$ cat src/rtl/tug_referee_if.sv
// Button inputs and display outputs of the tug-of-war referee, bundled as one port.
// The master side owns the synchronized buttons; the slave side is the referee.
interface tug_referee_if #(
  parameter int NUM_LED = 9
) ();
  logic               sy_left;
  logic               sy_right;
  logic               sy_clear;
  logic [NUM_LED-1:0] led;
  logic               win_l;
  logic               win_r;
  logic               playing;
  logic [2:0]         state;

  modport master (
    output sy_left, sy_right, sy_clear,
    input  led, win_l, win_r, playing, state
  );

  modport slave (
    input  sy_left, sy_right, sy_clear,
    output led, win_l, win_r, playing, state
  );
endinterface

$ cat src/rtl/tug_referee.sv
// Tug-of-war game controller: rising-edge detection on the synchronized buttons,
// IDLE/ARM/PLAY/WIN sequencing, rope position with post-move lockout, and
// registered one-hot LED bar plus winner flags.
module tug_referee #(
  parameter int NUM_LED  = 9,
  parameter int ARM_CYC  = 16,
  parameter int LOCK_CYC = 4,
  parameter int CNT_W    = 16
) (
  input  logic          clk,
  input  logic          rst,
  tug_referee_if.slave  bus
);

  localparam int POS_W  = (NUM_LED > 1) ? $clog2(NUM_LED) : 1;
  localparam int CENTER = (NUM_LED - 1) / 2;

  localparam logic [2:0] S_IDLE  = 3'd0;
  localparam logic [2:0] S_ARM   = 3'd1;
  localparam logic [2:0] S_PLAY  = 3'd2;
  localparam logic [2:0] S_WIN_L = 3'd3;
  localparam logic [2:0] S_WIN_R = 3'd4;

  localparam logic [POS_W-1:0] POS_CENTER = POS_W'(CENTER);
  localparam logic [POS_W-1:0] POS_ONE    = POS_W'(1);
  localparam logic [POS_W-1:0] POS_PRELST = POS_W'(NUM_LED - 2);
  localparam logic [CNT_W-1:0] ARM_LOAD   = CNT_W'(ARM_CYC - 1);
  localparam logic [CNT_W-1:0] LOCK_LOAD  = CNT_W'(LOCK_CYC);
  localparam logic [CNT_W-1:0] CNT_ONE    = CNT_W'(1);

  // One-hot LED pattern for a rope position, bit 0 = left end.
  function automatic logic [NUM_LED-1:0] pos_to_led(input logic [POS_W-1:0] p);
    pos_to_led = {{(NUM_LED-1){1'b0}}, 1'b1} << p;
  endfunction

  logic [2:0]         state_q, state_n;
  logic [POS_W-1:0]   pos_q, pos_n;
  logic [CNT_W-1:0]   arm_q, arm_n;
  logic [CNT_W-1:0]   lock_q, lock_n;
  logic               prev_l, prev_r, prev_c;
  logic [NUM_LED-1:0] led_q;
  logic               win_l_q, win_r_q, playing_q;
  logic               ev_l, ev_r, ev_c;

  assign ev_l = bus.sy_left  & ~prev_l;
  assign ev_r = bus.sy_right & ~prev_r;
  assign ev_c = bus.sy_clear & ~prev_c;

  // Next-state, rope position and counter decisions; clear always wins.
  always_comb begin
    state_n = state_q;
    pos_n   = pos_q;
    arm_n   = arm_q;
    lock_n  = lock_q;
    case (state_q)
      S_IDLE: begin
        if (ev_c) begin
          state_n = S_ARM;
          arm_n   = ARM_LOAD;
          lock_n  = '0;
        end
      end
      S_ARM: begin
        if (ev_c) begin
          state_n = S_IDLE;
          pos_n   = POS_CENTER;
          arm_n   = '0;
        end else if (ev_l && ev_r) begin
          state_n = S_IDLE;
          arm_n   = '0;
        end else if (ev_l) begin
          state_n = S_WIN_R;
          arm_n   = '0;
        end else if (ev_r) begin
          state_n = S_WIN_L;
          arm_n   = '0;
        end else if (arm_q == '0) begin
          state_n = S_PLAY;
        end else begin
          arm_n = arm_q - CNT_ONE;
        end
      end
      S_PLAY: begin
        if (ev_c) begin
          state_n = S_IDLE;
          pos_n   = POS_CENTER;
          lock_n  = '0;
        end else if (lock_q != '0) begin
          lock_n = lock_q - CNT_ONE;
        end else if (ev_l && !ev_r && pos_q != '0) begin
          pos_n  = pos_q - POS_ONE;
          lock_n = LOCK_LOAD;
          if (pos_q == POS_ONE) state_n = S_WIN_L;
        end else if (ev_r && !ev_l && pos_q != POS_W'(NUM_LED - 1)) begin
          pos_n  = pos_q + POS_ONE;
          lock_n = LOCK_LOAD;
          if (pos_q == POS_PRELST) state_n = S_WIN_R;
        end
      end
      S_WIN_L, S_WIN_R: begin
        if (ev_c) begin
          state_n = S_IDLE;
          pos_n   = POS_CENTER;
          lock_n  = '0;
        end
      end
      default: begin
        state_n = S_IDLE;
        pos_n   = POS_CENTER;
        arm_n   = '0;
        lock_n  = '0;
      end
    endcase
  end

  // Game state, edge history and registered display outputs.
  always_ff @(posedge clk or posedge rst) begin
    if (rst) begin
      state_q   <= S_IDLE;
      pos_q     <= POS_CENTER;
      arm_q     <= '0;
      lock_q    <= '0;
      prev_l    <= 1'b0;
      prev_r    <= 1'b0;
      prev_c    <= 1'b0;
      led_q     <= pos_to_led(POS_CENTER);
      win_l_q   <= 1'b0;
      win_r_q   <= 1'b0;
      playing_q <= 1'b0;
    end else begin
      state_q   <= state_n;
      pos_q     <= pos_n;
      arm_q     <= arm_n;
      lock_q    <= lock_n;
      prev_l    <= bus.sy_left;
      prev_r    <= bus.sy_right;
      prev_c    <= bus.sy_clear;
      led_q     <= pos_to_led(pos_n);
      win_l_q   <= (state_n == S_WIN_L);
      win_r_q   <= (state_n == S_WIN_R);
      playing_q <= (state_n == S_PLAY);
    end
  end

  assign bus.led     = led_q;
  assign bus.win_l   = win_l_q;
  assign bus.win_r   = win_r_q;
  assign bus.playing = playing_q;
  assign bus.state   = state_q;

endmodule

$ cat src/flat_wrapper.sv
// flat-port wrapper written by rule: the top's interface ports become plain ports
module tug_referee_flat 
#(
  parameter int NUM_LED  = 9,
  parameter int ARM_CYC  = 16,
  parameter int LOCK_CYC = 4,
  parameter int CNT_W    = 16
)
  (clk, rst, bus_sy_left, bus_sy_right, bus_sy_clear, bus_led, bus_win_l, bus_win_r, bus_playing, bus_state);
  tug_referee_if #(.NUM_LED(NUM_LED)) bus_i ();
  input  logic clk;
  input  logic rst;
  input wire logic [$bits(bus_i.sy_left)-1:0] bus_sy_left;
  input wire logic [$bits(bus_i.sy_right)-1:0] bus_sy_right;
  input wire logic [$bits(bus_i.sy_clear)-1:0] bus_sy_clear;
  output wire logic [$bits(bus_i.led)-1:0] bus_led;
  output wire logic [$bits(bus_i.win_l)-1:0] bus_win_l;
  output wire logic [$bits(bus_i.win_r)-1:0] bus_win_r;
  output wire logic [$bits(bus_i.playing)-1:0] bus_playing;
  output wire logic [$bits(bus_i.state)-1:0] bus_state;
  assign bus_i.sy_left = bus_sy_left;
  assign bus_i.sy_right = bus_sy_right;
  assign bus_i.sy_clear = bus_sy_clear;
  assign bus_led = bus_i.led;
  assign bus_win_l = bus_i.win_l;
  assign bus_win_r = bus_i.win_r;
  assign bus_playing = bus_i.playing;
  assign bus_state = bus_i.state;
  tug_referee #(.NUM_LED(NUM_LED), .ARM_CYC(ARM_CYC), .LOCK_CYC(LOCK_CYC), .CNT_W(CNT_W)) u_core (.clk(clk), .rst(rst), .bus(bus_i));
endmodule
$ cat config.mk
export PLATFORM = sky130hd
export DESIGN_NAME = tug_referee_flat
export DESIGN_NICKNAME = d
export VERILOG_FILES = /design/src/rtl/tug_referee_if.sv /design/src/rtl/tug_referee.sv /design/src/flat_wrapper.sv
export SDC_FILE = /design/constraint.sdc
export NUM_CORES = 1
export LEC_CHECK = 0
export BUFFER_PORTS_ARGS = -buffer_cell sky130_fd_sc_hd__buf_2
export CORE_UTILIZATION = 60
export CTS_BUF_LIST = sky130_fd_sc_hd__clkbuf_8
export DETAILED_ROUTE_END_ITERATION = 10
export PLACE_DENSITY = 0.8
export SETUP_SLACK_MARGIN = 0.05
export SYNTH_ARGS = -nofsm -noshare
export SYNTH_HDL_FRONTEND = slang
export SYNTH_SLANG_ARGS = --single-unit
$ cat constraint.sdc
create_clock -name clk -period 6.3 [get_ports clk]
set_input_delay 0 -clock clk [delete_from_list [all_inputs] [get_ports clk]]
set_output_delay 0 -clock clk [all_outputs]
set_load 0.02 [all_outputs]
==> reports/metrics.yaml, run 1 <==
place_ws_ns: 3.78
track_usage_pct: 26.1
vias: 2637
power_density_nw_per_um2: 442
path_max_fanout: 12
status: "finished, violations left"
synth-seq-area-share_pct: 42.8
gp_congestion: 0.880
crit_arrival_ns: 2.70
rsz0062_at_grt: "no"
cp-start-kind: "flip-flop"
cts.clk_slew.worst_paths_ns: 0.10
final_hold_viol_count: 52
die_h_um: 74.6
start_util_pct: 62.0
fin_skew_ns: 0.0104
synth_area_um2: 3160
dieWidth_um: 74.6
synth_cells: 331
yosysWarnings: 0
synth_seq_cells: 54
slew_headroom_pct: 28.1
synthesis.nets: 343
via_per_inst: 6.26
hold_class: "in -> async"
ys_async_sr_fraction_pct: 100
clk_path_buf_depth: 2
dieArea_um2: 5570
drtAntennaViolNets: 0
violations: "negative hold slack"
drv_slew: 0
fin_tns_setup_ns: 0
io_buffers: 19
grt_max_degree: 55
grt_pass1_wl_um: 11200
grt_pass1_vias: 2442
fp-row-count: 26
hold-worst-slack_ns: -0.0520
p_leak_nw: 1.48
pin_count: 20
place_hpwl_um: 4780
clk_latency_ns: 0.31
totalPowerFinal_w: 0.00152
drive_above_1_share_pct: 16.2
cts.sinks: 54
path_class: "reg -> reg"
overflow: 0
antenna_found_initial: 0
cts_inserted_buffers: 5
fin_ws_ns: 3.77
n_antenna_cell: 0
period_needed_ns: 2.53
setup-violations-final: 0
drtIter0Drc: 239
routed_wl_um: 6580
critical_path.endpoint_type: "flip-flop"
ir_worst_vdd_mv: 0.236
route.detailed.wl_per_inst_um: 15.6
synth_edf_count: 0
period_share_pct: 40.2
synth_ff_type: "dfrtp_1"
worstPathRequired_ns: 6.46
area_growth_syn_to_layout_pct: 8.86
syn_avg_cell_area_um2: 9.56
worst_slew_pin_slew_ns: 1.08
fmax_ghz: 0.395
cts_tree: "yes"
synth.distinct_cells: 69
drcViolationCount: 0
clockRootBuffer: "clkbuf_8"
firstDrtPassIters: 5
drv_cap: 0
finalNetCount: 362
cts_max_level: 2
core_area_um2: 5110
state kept, by name, indices dropped and copies added, names as in the netlist, 3 cells and up:
| register | cells |
|---|---|
| u_core.bus.state | 3 |
| u_core.lock_q | 16 |
| u_core.pos_q | 4 |
| u_core.bus.led | 9 |
| u_core.arm_q | 16 |
cell usage after synthesis (all sizes together), types with 7 or more instances:
cell type | count | area share [%]
dfrtp | 52 | 41
or3 | 9 | 1.9
inv | 15 | 1.8
nor2 | 37 | 4.7
ha | 7 | 2.8
nand3 | 9 | 1.4
xor2 | 9 | 2.5
nor3 | 13 | 2.4
xnor2 | 9 | 2.5
nand2 | 23 | 2.8
nand4 | 9 | 2.3
nor3b | 7 | 1.8
nor4 | 9 | 2.9
o21ai | 23 | 3.6
a21oi | 15 | 2.4
cell families (layout without fill, tap and decap cells):
group	count (synthesis)	count (layout)	share of synthesized area, %
buf+inv	25	45	3.24
compound gates	83	83	19.1
simple gates	142	142	26.4
flops	54	54	42.8
fa+ha+maj	7	7	2.77
mux	2	2	0.712
xor+xnor	18	18	4.98
through the flow:
stage               hold WS [ns]  instance area (um2)  std cells  utilization (%)
finish                   -0.0520                 3440        421             67.4
CTS                      0.00234                 3440        421             67.4
detailed placement         0.142                 3300        410             64.6
global placement           0.131                 3300        410             64.6
floorplan                 0.0314                 3160        331                -
global route              0.0560                 3440        421             67.4
cells in the final DEF (no fill, tap or decap), types with 3 or more instances in the layout:
master         count
dfrtp_1           52
nor2_1            35
nand2_1           22
o21ai_0           21
buf_2             19
a21oi_1           15
inv_1             12
nor3_1            11
nand3_1            9
xor2_1             9
xnor2_1            9
nand4_1            8
or3_1              8
ha_1               7
nor4_1             6
nor3b_1            6
a31oi_1            6
nand2b_1           5
a211oi_1           5
clkbuf_8           5
nor2b_1            4
or4_1              4
o41ai_1            4
inv_2              3
o31ai_1            3
o22ai_1            3
dlygate4sd3_1      3
metal layers:
metal	GRT usage (%)	up-vias	wire length, um
met5	0	-	0
met1	35.9	1271	3020
met3	4.02	10	349
met4	6.71	0	80
met2	43.4	97	3130
li1	-	1259	-
timing repair:
action | CTS | global route
endpoints found under the hold margin | 3 | 0
hold buffers | 3 | 0
gates resized for setup | 0 | 0
buffers inserted | 0 | 0
critical path, cell delays in order, from the launching register on:
cell and delay [ns]:
dfrtp_1 0.42, inv_1 0.09, ha_1 0.15, nor3b_1 0.28
and4_4 0.31, o221ai_1 0.21, a21oi_1 0.78, nor2_1 0.15
worst paths after layout:
kind,cells past startpoint,slack [ns],endpoint,startpoint
max in group asynchronous,2,5.69,u_core.lock_q[1],rst
worst max register to register,7,3.77,u_core.lock_q[9],u_core.lock_q[0]
min in group clk,2,0.35,u_core.prev_l,bus_sy_left
worst min register to register,1,0.52,u_core.arm_q[8],u_core.arm_q[8]
worst max-delay path,7,3.77,u_core.lock_q[9],u_core.lock_q[0]
worst min-delay path,2,-0.05,u_core.arm_q[7],rst
power breakdown:
group / switching, W / internal, W
Clock: 0.000116 / 0.000118
Sequential: 0.000114 / 0.000436
Combinational: 0.000454 / 0.000283
cell type report:
class	count	area, um2
Timing Repair Buffer	22	125
Tap cell	70	87.6
Fill cell	399	1660
Clock inverter	3	45.0
Multi-Input combinational cell	252	1710
Inverter	15	56.3
Clock buffer	5	68.8
Sequential cell	54	1350
(Power assumes the default switching activity.)
==> run 2: changes to the inputs <==
--- a/config.mk
+++ b/config.mk
@@ -5,11 +5,12 @@
 export SDC_FILE = /design/constraint.sdc
 export NUM_CORES = 1
 export LEC_CHECK = 0
+export ABC_AREA = 1
 export BUFFER_PORTS_ARGS = -buffer_cell sky130_fd_sc_hd__buf_2
-export CORE_UTILIZATION = 60
+export CORE_UTILIZATION = 57
 export CTS_BUF_LIST = sky130_fd_sc_hd__clkbuf_8
 export DETAILED_ROUTE_END_ITERATION = 10
-export PLACE_DENSITY = 0.8
+export PLACE_DENSITY = 0.79
 export SETUP_SLACK_MARGIN = 0.05
 export SYNTH_ARGS = -nofsm -noshare
 export SYNTH_HDL_FRONTEND = slang
==> constraint.sdc (replaced) <==
create_clock -name clk -period 2.2 [get_ports clk]
set_input_delay 0 -clock clk [delete_from_list [all_inputs] [get_ports clk]]
set_output_delay 0 -clock clk [all_outputs]
set_load 0.02 [all_outputs]
==> reports/metrics.yaml, run 2 <==
cts.sinks: 54
power_density_nw_per_um2: 1390
route.detailed.wl_per_inst_um: 14.3
pin_count: 20
drcViolationCount: 0
drtIter0Drc: 240
p_leak_nw: 2.04
worst_slew_pin_slew_ns: 0.484
r2r_cells: 10
final_hold_viol_count: 0
synth-seq-area-share_pct: 37.2
synth_area_leader_cell: "dfrtp_1"
dieWidth_um: 82.0
cts_max_level: 2
fmax_ghz: 0.511
drive_above_1_share_pct: 20.2
rsz0062_at_grt: "no"
fillers: 518
fin_skew_ns: 0.00692
period_needed_ns: 1.96
clockRootBuffer: "clkbuf_8"
r2r-end: "u_core.lock_q[3]"
n_antenna_cell: 0
firstDrtPassIters: 5
slowest_delay_ns: 0.45
path_max_fanout: 9
reg2reg_setup_slack_ns: 0.24
status: "complete, no violations"
yosysMostFrequentCell: "nand2_1"
synth_ff_type: "dfrtp_1"
synth_area_leaders: "dfrtp_1 (36%), nand2_1 (9.6%), nand3_1 (7.4%), nor2_1 (6.7%), inv_1 (4.7%)"
start_util_pct: 60.5
place_hpwl_um: 6390
fin_tns_setup_ns: 0
synth.distinct_cells: 41
r2r-start: "u_core.pos_q[0]"
totalPowerFinal_w: 0.00559
final_common_cell: "nand2_1"
via_per_inst: 5.64
slowest_stage: "dfrtp_1"
die_h_um: 82.0
vias: 3406
cts_inserted_buffers: 5
clk_latency_ns: 0.32
crit_top_cell: "nand3_1"
yosysWarnings: 0
finalNetCount: 540
hold_class: "in -> async"
io_buffers: 19
post_cts_buffers: 0
cts.clk_slew.worst_paths_ns: 0.10
crit_arrival_ns: 2.15
hold-worst-slack_ns: 0.190
fp-row-count: 28
area_growth_syn_to_layout_pct: 10.5
overflow: 0
period_share_pct: 88.9
routed_wl_um: 8660
final_cell_mix: "nand2_1 (93), nor2_1 (64), nand3_1 (54)"
syn_avg_cell_area_um2: 7.30
track_usage_pct: 28.0
cts_tree: "yes"
worstPathRequired_ns: 2.39
ys_async_sr_fraction_pct: 100
drv_slew: 0
synth_seq_cells: 54
synth_area_um2: 3640
synth_edf_count: 0
setup-violations-final: 0
synthesis.nets: 511
grt_pass1_wl_um: 14500
dieArea_um2: 6720
path_delay_family: "simple AND/OR/NAND/NOR gates"
grt_max_degree: 24
antenna_found_initial: 0
critical_path.endpoint_type: "flip-flop"
path_buf_inv: 2
clk_path_buf_depth: 2
gp_congestion: 0.925
netlist_top_cells_count: "nand2_1 (93), nor2_1 (65), nand3_1 (54)"
drv_cap: 0
synth_cells: 499
core_area_um2: 6030
path_cells: "inv_1, ha_1, nand3_1, nand3_1, nand2_2, inv_1, nand3_1, nand2_1, a21oi_4, o21ai_0"
slew_headroom_pct: 67.7
path_class: "reg -> reg"
cp-start-kind: "flip-flop"
drtAntennaViolNets: 0
ir_worst_vdd_mv: 0.716
grt_pass1_vias: 3128
finalCoreUtilization_pct: 66.8
synth_top_area_share_pct: 35.7
[run 2: what timing repair did]
item                                    4_1_cts  5_1_grt
hold buffers                                  4        0
resized for setup                             0        2
hold endpoints to repair                     16        0
endpoints found under the setup margin        0        2
[run 2: final cells by class]
type / instances / area, um2 / share of cell area (%)
Clock buffer: 6 / 82.6 / 2.05
Tap cell: 75 / 93.8 / 2.33
Multi-Input combinational cell: 369 / 1990 / 49.5
Clock inverter: 2 / 60.1 / 1.49
Sequential cell: 54 / 1350 / 33.6
Inverter: 68 / 255 / 6.34
Timing Repair Buffer: 30 / 188 / 4.66
[run 2: per-stage QoR]
step,setup slack [ns],cell area [um2],instances
6_report,0.245,4030,604
5_1_grt,0.0562,4030,604
4_1_cts,0.261,4020,604
3_5_place_dp,0.300,3840,592
3_3_place_gp,0.328,3840,592
2_1_floorplan,0.528,3640,499
[run 2: worst max path at each step]
| stage | from | end | cells past startpoint |
|---|---|---|---|
| 6_report | u_core.pos_q[0] | u_core.lock_q[3] | 10 |
| 5_1_grt | u_core.arm_q[0] | u_core.arm_q[14] | 10 |
| 4_1_cts | u_core.arm_q[0] | u_core.arm_q[14] | 10 |
| 3_5_place_dp | u_core.arm_q[0] | u_core.arm_q[14] | 10 |
| 3_3_place_gp | u_core.lock_q[0] | u_core.lock_q[5] | 12 |
| 2_1_floorplan | u_core.lock_q[0] | u_core.bus.led[4] | 14 |
[run 2: layer usage]
layer | share of wire [%] | vias to the layer above | global-route usage (%)
li1 | - | 1672 | -
met4 | 1.1 | 0 | 7.72
met5 | 0 | - | 0
met3 | 4.6 | 15 | 4.67
met1 | 47 | 1632 | 38.1
met2 | 48 | 87 | 45.8
[run 2: logic make-up (layout without fill, tap and decap cells)]
kind of cell               count (synthesis)  count (layout)  synth area share, %
DFF                                       54              54                 37.2
xor gates and xnor gates                  15              15                 3.61
AOI/OAI and AO/OA                         62              62                 9.68
and+or+nand+nor                          285             285                 38.8
adders and majority gates                  7               7                 2.40
buffers and inverters                     76             106                 8.34
[run 2: where the power goes]
part           switching (W)  internal (W)
clock network       0.000340      0.000485
registers           0.000198       0.00121
logic                0.00225       0.00111
total                0.00279       0.00280
[run 2: worst reg2reg max path, delay by kind of cell, from the launching register on]
family	cells	cell delay (ns)
and+or+nand+nor	5	0.56
DFF	1	0.45
AOI/OAI and AO/OA	2	0.43
adders and majority gates	1	0.24
buffers and inverters	2	0.16
